<file path="src/rtl/instr_encode.sv">
// rtl/instr_encode.sv - field-to-Thumb instruction encoder with addressed 2-entry output FIFO
module instr_encode #(
  parameter int                ADDR_W     = 16,
  parameter logic [ADDR_W-1:0] BASE_ADDR  = '0,
  parameter int                PROG_WORDS = 256
) (
  input  logic              clk,
  input  logic              reset,
  input  logic              start,
  input  logic              in_valid,
  output logic              in_ready,
  input  logic [3:0]        in_opcode,
  input  logic [3:0]        in_reg1,
  input  logic [3:0]        in_reg2,
  input  logic [3:0]        in_reg3,
  input  logic [15:0]       in_offset,
  output logic              out_valid,
  input  logic              out_ready,
  output logic [15:0]       out_word,
  output logic [ADDR_W-1:0] out_addr,
  output logic              done,
  output logic              err_illegal,
  output logic [7:0]        illegal_count
);
  localparam int WORDS_W = $clog2(PROG_WORDS + 1);

  typedef enum logic [1:0] {IDLE, RUN, FULL} state_t;

  state_t              state;
  logic [1:0]          count;
  logic [15:0]         w0, w1;
  logic [ADDR_W-1:0]   a0, a1, addr;
  logic [WORDS_W-1:0]  words;
  logic [15:0]         enc_word;
  logic                enc_ok;
  logic [2:0]          rd;
  logic                accept, push, pop;

  assign rd = in_reg3[2:0];

  always_comb begin
    enc_word = '0;
    enc_ok   = 1'b0;
    case (in_opcode)
      4'd0:  begin enc_word = 16'hB580; enc_ok = (in_reg1 == 4'd7) && (in_reg2 == 4'd14); end
      4'd1:  begin enc_word = 16'hBD80; enc_ok = (in_reg1 == 4'd7) && (in_reg2 == 4'd14); end
      4'd2:  begin
        enc_word = 16'hB080 | {9'd0, in_offset[8:2]};
        enc_ok   = (in_reg1 == 4'd13) && (in_offset[1:0] == 2'd0) && (in_offset <= 16'd508);
      end
      4'd3:  begin enc_word = 16'h2800 | {5'd0, rd, in_offset[7:0]}; enc_ok = !in_reg3[3] && (in_offset <= 16'd255); end
      4'd4:  begin enc_word = 16'h2000 | {5'd0, rd, in_offset[7:0]}; enc_ok = !in_reg3[3] && (in_offset <= 16'd255); end
      4'd5:  begin enc_word = 16'h4680 | {10'd0, in_reg2[2:0], rd}; enc_ok = in_reg3[3] && !in_reg2[3]; end
      4'd6:  begin
        enc_word = 16'h4800 | {5'd0, rd, in_offset[9:2]};
        enc_ok   = (in_reg1 == 4'd15) && !in_reg3[3] && (in_offset[1:0] == 2'd0) && (in_offset <= 16'd1020);
      end
      4'd7:  begin
        enc_word = 16'h6000 | {5'd0, in_offset[4:0], in_reg2[2:0], rd};
        enc_ok   = (in_offset <= 16'd31) && !in_reg2[3] && !in_reg3[3];
      end
      4'd8:  begin
        enc_word = 16'h6800 | {5'd0, in_offset[4:0], in_reg2[2:0], rd};
        enc_ok   = (in_offset <= 16'd31) && !in_reg2[3] && !in_reg3[3];
      end
      4'd9:  begin
        enc_word = 16'hA800 | {5'd0, rd, in_offset[9:2]};
        enc_ok   = (in_reg1 == 4'd13) && !in_reg3[3] && (in_offset[1:0] == 2'd0) && (in_offset <= 16'd1020);
      end
      4'd10: begin enc_word = 16'hE000 | {6'd0, in_offset[10:1]}; enc_ok = !in_offset[0] && (in_offset <= 16'h07FE); end
      4'd11: begin
        enc_word = 16'h1C00 | {7'd0, in_offset[2:0], in_reg2[2:0], rd};
        enc_ok   = (in_offset <= 16'd7) && !in_reg2[3] && !in_reg3[3];
      end
      4'd12: begin enc_word = 16'hD000 | {4'd0, in_reg3, in_offset[7:0]}; enc_ok = (in_reg3 <= 4'd13) && (in_offset <= 16'd255); end
      4'd13: begin enc_word = 16'h5400 | {8'd0, in_offset[7:0]}; enc_ok = (in_offset <= 16'd255); end
      4'd14: begin enc_word = 16'h5C00 | {8'd0, in_offset[7:0]}; enc_ok = (in_offset <= 16'd255); end
      4'd15: begin
        enc_word = 16'h3000 | {5'd0, rd, in_offset[7:0]};
        enc_ok   = !in_reg3[3] && (in_offset <= 16'd255) && !in_offset[0];
      end
    endcase
  end

  // in_ready looks only at our own occupancy so a stalled consumer never creates a comb path
  assign in_ready  = (state == RUN) && (count < 2'd2) && !start;
  assign accept    = in_valid && in_ready;
  assign push      = accept && enc_ok;
  assign out_valid = (count != 2'd0);
  assign pop       = out_valid && out_ready;
  assign out_word  = w0;
  assign out_addr  = a0;
  assign done      = (state == FULL) && (count == 2'd0);

  always_ff @(posedge clk) begin
    if (reset) begin
      state         <= IDLE;
      count         <= 2'd0;
      w0            <= '0;
      w1            <= '0;
      a0            <= '0;
      a1            <= '0;
      addr          <= BASE_ADDR;
      words         <= '0;
      err_illegal   <= 1'b0;
      illegal_count <= '0;
    end else if (start) begin
      state       <= RUN;
      count       <= 2'd0;
      addr        <= BASE_ADDR;
      words       <= '0;
      err_illegal <= 1'b0;
    end else begin
      err_illegal <= accept && !enc_ok;
      if (accept && !enc_ok && (illegal_count != 8'hFF))
        illegal_count <= illegal_count + 8'd1;
      if (push) begin
        addr  <= addr + ADDR_W'(2);
        words <= words + 1'b1;
        // Leave RUN on the accept that completes the program so no extra word slips in
        if (words + 1'b1 == WORDS_W'(PROG_WORDS))
          state <= FULL;
      end
      case ({push, pop})
        2'b10: begin
          if (count == 2'd0) begin
            w0 <= enc_word;
            a0 <= addr;
          end else begin
            w1 <= enc_word;
            a1 <= addr;
          end
          count <= count + 2'd1;
        end
        2'b01: begin
          w0    <= w1;
          a0    <= a1;
          count <= count - 2'd1;
        end
        2'b11: begin
          w0 <= enc_word;
          a0 <= addr;
        end
        default: ;
      endcase
    end
  end
endmodule
</file>
<file path="config.mk">
export PLATFORM = sky130hd
export DESIGN_NAME = instr_encode
export DESIGN_NICKNAME = d
export VERILOG_FILES = /design/src/rtl/instr_encode.sv
export SDC_FILE = /design/constraint.sdc
export NUM_CORES = 1
export LEC_CHECK = 0
export ABC_AREA = 1
export CAP_MARGIN = 5
export CORE_MARGIN = 3
export CORE_UTILIZATION = 49
export DETAILED_ROUTE_END_ITERATION = 10
export GPL_TIMING_DRIVEN = 0
export HOLD_SLACK_MARGIN = 0.12
export PLACE_DENSITY = 0.76
export SYNTH_ARGS = -nofsm -noshare
export SYNTH_HDL_FRONTEND = slang
export SYNTH_SLANG_ARGS = --single-unit
</file>
<file path="constraint.sdc">
create_clock -name clk -period 2.45 [get_ports clk]
set_input_delay 0.245 -clock clk [delete_from_list [all_inputs] [get_ports clk]]
set_output_delay 0.245 -clock clk [all_outputs]
set_load 0.005 [all_outputs]
</file>
# Word-level counts from Yosys, hierarchy flattened
# Cells that the tools add are included.
# classes
add_sub_neg,5
n_lt_le_gt_ge,8
n_eq_ne,27
n_mux,10
n_bitwise,2
reduce_logical,49
# op_table
cell,n
$pmux W16 S16,1
$pmux W16 S3,2
$eq A4 B4 Y1 const B,11
$mux W16,2
$logic_and A1 B1 Y1,26
$eq A4 B3 Y1 const B,5
$add A16 B2 Y16 const B,1
$le A16 B10 Y1 const B,1
$le A16 B11 Y1 const B,1
$le A16 B3 Y1 const B,1
$le A16 B5 Y1 const B,1
$le A16 B8 Y1 const B,1
$le A16 B9 Y1 const B,1
$pmux W1 S12,1
$reduce_or A2 Y1,5
$add A9 B1 Y9 const B,1
$eq A9 B9 Y1 const B,1
$add A8 B1 Y8 const B,1
$eq A4 B2 Y1 const B,2
$ne A8 B8 Y1 const B,1
$reduce_bool A2 Y1,4
$eq A2 B2 Y1 const B,3
$reduce_and A2 Y1,3
$reduce_and A3 Y1,2
other kinds (14),23
# totals
ff_bits,102
inputBits,37
out_inout_bits,44

# Logic depth before layout (Yosys ltp)
# Gate-level depths: netlist of run 1.
# depth
depth_word,9
mapped_depth,19
ltp_nobuf,18

# Worst setup path after synthesis of run 1
# No wires, ideal clock.
# synth_path
path_type,input port to flip-flop
from,input in_opcode[0]
to,"register w0[9], in the netlist out_word[9]"
setup_time_ns,0.115
arrival_time_ns,2.380
required_ns,2.335
slack_ns,-0.045
stages,18
n_path_buf,3
cell_sequence,inv_1 > nand2_1 > nand2_1 > nand2_1 > nand2_1 > nand2_1 > nand2_1 > nor2_1 > nand4_2 > nand2_1 > buf_2 > ha_1 > clkbuf_1 > buf_1 > mux2i_1 > nand3_1 > nand2_1 > nor2_1
# synth_between
elab_chain_len,7
elab_cells_between_ends,31
classes_between,eq/ne (19); mux (4); reduce/logical (8)
# synth_lines
item,line,rtl
"start, declared",12,"input logic [3:0] in_opcode,"
$eq A4 B4 Y1 (tied with other cells),44,case (in_opcode)
$reduce_or A2 Y1 (no source line),n/a,
$pmux W1 S12,44,
$logic_and A1 B1 Y1,88,assign push = accept && enc_ok;
$eq A2 B2 Y1 / $eq A2 B1 Y1 (equally long branches),124,"case ({push, pop})"
$ne A2 B2 Y1 (no source line) / $reduce_bool A3 Y1 (equally long branches),n/a,
$reduce_and A3 Y1 (no source line),n/a,
"end signal, assigned",127,w0 <= enc_word;
"end signal, assigned",136,w0 <= w1;
"end signal, assigned",141,w0 <= enc_word;
"end, declared",31,"logic [15:0] w0, w1;"
# Parallel ways exist; a longest one is shown, timed or not. The select of a mux whose other input is x is not followed.
# A chain may end at the register's enable or synchronous reset.

# Worst setup path in the final report of run 1
# layout_path
from,input in_reg1[2]
to,"register w0[7], in the netlist out_word[7]"
# layout_between
elab_chain_len,9
elab_cells_between_ends,21
classes_between,eq/ne (7); mux (2); reduce/logical (12)
# layout_lines
item,line,rtl
"start, declared",13,"input logic [3:0] in_reg1,"
$eq A4 B4 Y1 (on tied branches),"49, 68, 56",
$logic_and A1 B1 Y1 (on tied branches) (3 in a row),"68, 56",
$pmux W1 S12 *,44,
$logic_and A1 B1 Y1 *,88,
$eq A2 B2 Y1 / $eq A2 B1 Y1 (equally long branches),124,
$ne A2 B2 Y1 (no source line) / $reduce_bool A3 Y1 (equally long branches),n/a,
$reduce_and A3 Y1 (no source line),n/a,
# Every way passes the cells marked *; elsewhere a longest branch is shown, timed or not.

==> results of run 1 <==
-- flip-flops by register name, indices dropped and copies added (netlist names) --
| register | count |
|---|---|
| out_word | 16 |
| w1 | 16 |
| a1 | 15 |
| addr | 15 |
| out_addr | 15 |
| words | 9 |
| illegal_count | 8 |
| count | 2 |
| state | 2 |
| err_illegal | 1 |
-- final cells by class --
cell class / instances / area [um2] / area share, %
buffer: 31 / 192.7 / 2.915
clock buffer: 13 / 148.9 / 2.253
clock inverter: 3 / 47.55 / 0.7193
inverter: 102 / 396.6 / 6.000
multi-input combinational: 579 / 2841 / 42.99
sequential: 99 / 1982 / 29.98
tap: 136 / 170.2 / 2.574
timing repair buffer: 85 / 830.8 / 12.57
-- worst max-delay path: cells and delay by family --
family / cells / cell delay [ps]
compound gates: 1 / 260
fa+ha+maj: 1 / 190
buf+inv: 4 / 990
simple gates: 9 / 980
-- Yosys cell counts, drive strengths merged, types with 13 or more instances --
| cell type | instances |
|---|---|
| inv | 99 |
| nand3 | 54 |
| clkbuf | 20 |
| buf | 13 |
| nand2 | 194 |
| a21oi | 77 |
| nor3 | 16 |
| dfxtp | 99 |
| nor2 | 103 |
| xor2 | 20 |
| o21ai | 73 |
-- repair_timing --
item,4_1_cts,5_1_grt
setup endpoints to repair,64,67
gates resized for setup,32,46
pin swaps,2,6
buffers inserted,3,3
-- report_power, final --
group          switching [mW]  leakage [nW]  total [mW]  internal (mW)
Combinational           0.179          1.98       0.295          0.116
Clock                   0.566        0.0978        1.07          0.506
Sequential            0.00231         0.797        1.61           1.61
-- worst paths after layout --
path,slack (ps),startpoint,to
setup reg to reg,200,count[1],out_word[7]
setup / recovery,100,in_reg1[2],out_word[7]
hold / removal,370,in_reg3[1],w1[9]
hold reg to reg,470,addr[13],addr[13]
-- logic make-up (layout without fill, tap and decap cells) --
group / count (synthesis) / in the layout / share of synthesized area [%]
XOR/XNOR: 22 / 22 / 3.655
multiplexers: 1 / 1 / 0.1899
AO/OA/AOI/OAI: 164 / 164 / 16.21
adder cells (fa/ha/maj): 6 / 6 / 1.424
other: 1 / 1 / 0.07114
buffers and inverters: 135 / 234 / 10.23
flip-flops: 99 / 99 / 37.60
AND/OR/NAND/NOR: 385 / 385 / 30.62
-- metal layers --
metal	track usage, %	up-vias	share of wire (%)
met1	34.58	2474	48
met2	38.45	192	44
met5	0	-	0
li1	-	2794	-
met3	3.934	21	6.0
met4	5.699	0	1.3
-- stage by stage --
step	cells	area, um2	util [%]
6_report	1048	6610	63.46
5_1_grt	1048	6610	63.46
4_1_cts	1045	6510	62.50
3_5_place_dp	1028	6235	59.86
3_3_place_gp	1028	6235	59.86
2_1_floorplan	813	5274	-
-- layout by cell type (no fill, tap or decap), types with 13 or more instances in the layout --
master	instances
nand3_1	53
nor2_1	94
dfxtp_1	99
nand2_1	187
inv_1	96
clkbuf_1	13
a21oi_1	77
xor2_1	20
nor3_1	15
clkdlybuf4s50_1	71
o21ai_0	64
==> results.toml, run 1 <==
[setup_path]
cp_slowest_cell = "clkdlybuf4s50_1"
end_kind = "flip-flop"
crit_chain = "clkdlybuf4s50_1 > nand4_1 > nor3_2 > nand2_1 > nand2_1 > nand2_1 > nand4_4 > nand2_4 > buf_6 > ha_4 > buf_4 > buf_4 > o21ai_0 > nor2_1 > nor2_1"
critPathLaunchType = "input port"
worst_ep_arrival_time_ps = 2660
critPathMaxStageDelay_ps = 500
cpMostUsedCell = "nand2_1"
r2r_cells = 11
setup.worst_path.class = "in -> reg"
path_max_fanout = 10
cp.required_ps = 2770

[cts]
clk_pin_slew_ps = 90
holdBufCountCts = 0
htreeDepth = 3
clockBufferDepth = 2
numCtsBuffers = 9
root_buffer = "clkbuf_8"
insertion_delay_ps = 370
cts_tree = "yes"
clock-sinks = 99

[place]
gp_congestion = 0.9287
io_buffers = 79
dp_hpwl_um = 10550
dpl_worst_slack_ps = -1402

[finish]
fill_cells = 961
nNetsFinal = 950
syn_to_final_growth_pct = 25.40
insertedDiodeCount = 0
drive_above_1_share_pct = 7.785

[global_route]
grt_pass1_wl_um = 23450
track_usage_pct = 24.27
grt_start_max_net_pins = 19
antenna_found_initial = 0
grt_overflow_total = 0
grt_pass1_vias = 5019

[yosys]
synthTopCellsByArea = "dfxtp_1, nand2_1, a21oi_1"
synth_cell_types = 36
yosysTopAreaCell = "dfxtp_1"
ys.warnings.count = 0
synth_cells = 813
synth_top_cell_area_share_pct = 37.60
synth_nets = 856
synth_edf_count = 0
ys_seq_elements = 99
avgSynthCellArea_um2 = 6.484
synthArstFlopShare_pct = 0
postSynth.topFlopCell = "dfxtp_1"
netlist_area_um2 = 5271
yosysSeqAreaShare_pct = 37.60

[floorplan]
die_h_um = 109.7
rows = 37
core_area_um2 = 10420
die_w_um = 109.7
io_pins = 81
dieArea_um2 = 12040
start_util_pct = 50.61

[timing]
skew_ps = 9.652
fmax_mhz = 425.8
hold_viol = 0
worstMarginPinSlew_ps = 740.7
period_share_pct = 95.87
rsz0062_at_grt = "yes"
slew_headroom_pct = 50.10
final-max-slew-violation-count = 0
holdWs_ps = 366.0
min_period_ps = 2349
worst_slack_ps = 101.2
tns_ps = 0
setup_viol = 0

[detailed_routing]
drt_iter0_markers = 463
routedWlPerCell_um = 13.50
drcViolationCount = 0
drt-total-wl_um = 14150
vias = 5481
drtAntennaViolNets = 0
drtPass1Iterations = 5
via_per_inst = 5.230

[pwr]
total_power_mw = 2.980
peakVddDrop_v = 0.0002580
leakage_nw = 2.874
pwr_density_cell_nw_per_um2 = 450.8

[status]
outcome = "finished, final reports clean"

[worst_hold_path]
hp-class = "in -> reg"
whs_path_depth = 5

[run]
drv_cap = 0
(Power assumes the default switching activity.)
==> inputs of run 2 (changes only) <==
--- a/config.mk
+++ b/config.mk
@@ -8,11 +8,11 @@
 export ABC_AREA = 1
 export CAP_MARGIN = 5
 export CORE_MARGIN = 3
-export CORE_UTILIZATION = 49
+export CORE_UTILIZATION = 50
 export DETAILED_ROUTE_END_ITERATION = 10
 export GPL_TIMING_DRIVEN = 0
 export HOLD_SLACK_MARGIN = 0.12
-export PLACE_DENSITY = 0.76
+export PLACE_DENSITY = 0.75
 export SYNTH_ARGS = -nofsm -noshare
 export SYNTH_HDL_FRONTEND = slang
 export SYNTH_SLANG_ARGS = --single-unit
==> constraint.sdc (replaced) <==
create_clock -name clk -period 2.65 [get_ports clk]
set_input_delay 0.265 -clock clk [delete_from_list [all_inputs] [get_ports clk]]
set_output_delay 0.265 -clock clk [all_outputs]
set_load 0.005 [all_outputs]
==> results.toml, run 2 (synthesized netlist as in run 1, its figures left out) <==
[pwr]
pwr_density_cell_nw_per_um2 = 415.4
leakage_nw = 2.789
swShare_pct = 27.64
power_frac_seq_pct = 55.4
peakVddDrop_v = 0.0002840
p_int_mw = 1.950
power.switching_mw = 0.7450
p_comb_share_pct = 10.4
clkPwrFrac_pct = 34.3
total_power_mw = 2.695

[detailed_routing]
vias = 5557
routedWlPerCell_um = 14.18
drt_iter0_markers = 448
drtPass1Iterations = 7
via_per_inst = 5.343
drcViolationCount = 0
drtAntennaViolNets = 0
drt-total-wl_um = 14750

[finish]
design_area_um2 = 6489
final_cell_mix = "nand2_1, dfxtp_1, inv_1, nor2_1, a21oi_1"
nNetsFinal = 945
finalCoreUtilization_pct = 64.89
final_common_cell = "nand2_1"
insertedDiodeCount = 0
syn_to_final_growth_pct = 23.10
final_cells = 1040
fill_cells = 939
drive_above_1_share_pct = 6.615

[floorplan]
die_w_um = 108.7
io_pins = 81
core_area_um2 = 10000
start_util_pct = 52.72
die_h_um = 108.7
rows = 36
dieArea_um2 = 11810

[place]
dp_cells = 1025
placed_area_um2 = 6228
dp_hpwl_um = 11480
io_buffers = 79
dpl_worst_slack_ps = -1297
gp_congestion = 0.9247

[cts]
clock-sinks = 99
insertion_delay_ps = 380
numCtsBuffers = 9
clockBufferDepth = 2
htreeDepth = 3
cts_tree = "yes"
root_buffer = "clkbuf_8"
clk_pin_slew_ps = 100

[timing]
min_period_ps = 2471
hold_viol = 0
rsz0062_at_grt = "no"
worstMarginPinSlew_ps = 687.7
period_share_pct = 93.25
setup_viol = 0
worst_slack_ps = 179.0
slew_headroom_pct = 53.67
holdWs_ps = 465.9
tns_ps = 0
fmax_mhz = 404.7
skew_ps = 13.37
final-max-slew-violation-count = 0

[global_route]
grt_overflow_total = 0
grt_start_max_net_pins = 19
track_usage_pct = 25.79
grt_pass1_vias = 5036
antenna_found_initial = 0
grt_pass1_wl_um = 24290

[setup_path]
cp.required_ps = 2970
path_max_fanout = 10
end_kind = "flip-flop"
worst_ep_arrival_time_ps = 2790
critPathLaunchType = "input port"
setup.worst_path.class = "in -> reg"

[worst_hold_path]
hp-class = "in -> reg"

[run]
drv_cap = 0

[status]
outcome = "finished, final reports clean"
[run 2: changes by cell type in the layout (fill, tap and decap cells not counted), moves of 2 or more]
cell             delta
o21ai_0             +6
inv_6               +2
buf_4               -4
clkbuf_1            -3
clkinv_2            +2
clkdlybuf4s50_1     +4
clkinvlp_4          +2
buf_6               -4
dlymetal6s2s_1      -4
o21ai_1             -5
nor2_1              +2
[run 2: path summary, 6_finish.rpt]
kind	endpoint	slack, ps	start	cells past startpoint
worst min-delay path	w1[12]	470	in_opcode[3]	6
worst min register to register	addr[15]	470	addr[15]	2
worst max-delay path	out_addr[1]	180	in_opcode[2]	17
worst max register to register	out_addr[1]	240	state[0]	11
[run 2: power groups by stage]
stage / clock, mW / combinational [mW] / sequential (mW)
global route: 0.999 / 0.307 / 1.49
floorplan: 0 / 0.140 / 1.53
detailed placement: 0 / 0.271 / 1.53
global placement: 0 / 0.268 / 1.53
finish: 0.923 / 0.280 / 1.49
CTS: 0.943 / 0.273 / 1.49
[run 2: cell type report]
type | instances | area, um2 | area share [%]
repair buffers | 80 | 792.0 | 12.21
plain buffers | 31 | 167.7 | 2.584
clock buffers | 9 | 123.9 | 1.909
flip-flops and latches | 99 | 1982 | 30.54
multi-input cells | 579 | 2804 | 43.21
inverters | 102 | 390.4 | 6.016
well taps | 133 | 166.4 | 2.565
clock inverters | 7 | 62.56 | 0.9641
[run 2: what timing repair did]
item | CTS | global route
setup buffers | 1 | 0
gates resized for setup | 30 | 11
setup endpoints to repair | 64 | 30
pin swaps | 1 | 0
hold buffers | 0 | 0
[run 2: worst max-delay path, cell delays in order]
cell	delay, ps
clkdlybuf4s15_1	290
inv_2	140
nand2_1	120
nor2_2	200
nand2_1	70
nand3_1	100
nand2_1	70
nand2_1	70
nand4_2	160
nand2_4	150
buf_4	200
ha_4	230
clkbuf_2	260
nand2_1	100
o21ai_0	170
nor2_1	100
nor2_1	100
[run 2: routing by layer]
layer,part of all wire (%),global-route usage [%]
met1,46,35.43
met2,45,41.84
met3,6.7,4.381
met4,1.4,7.304
met5,0,0
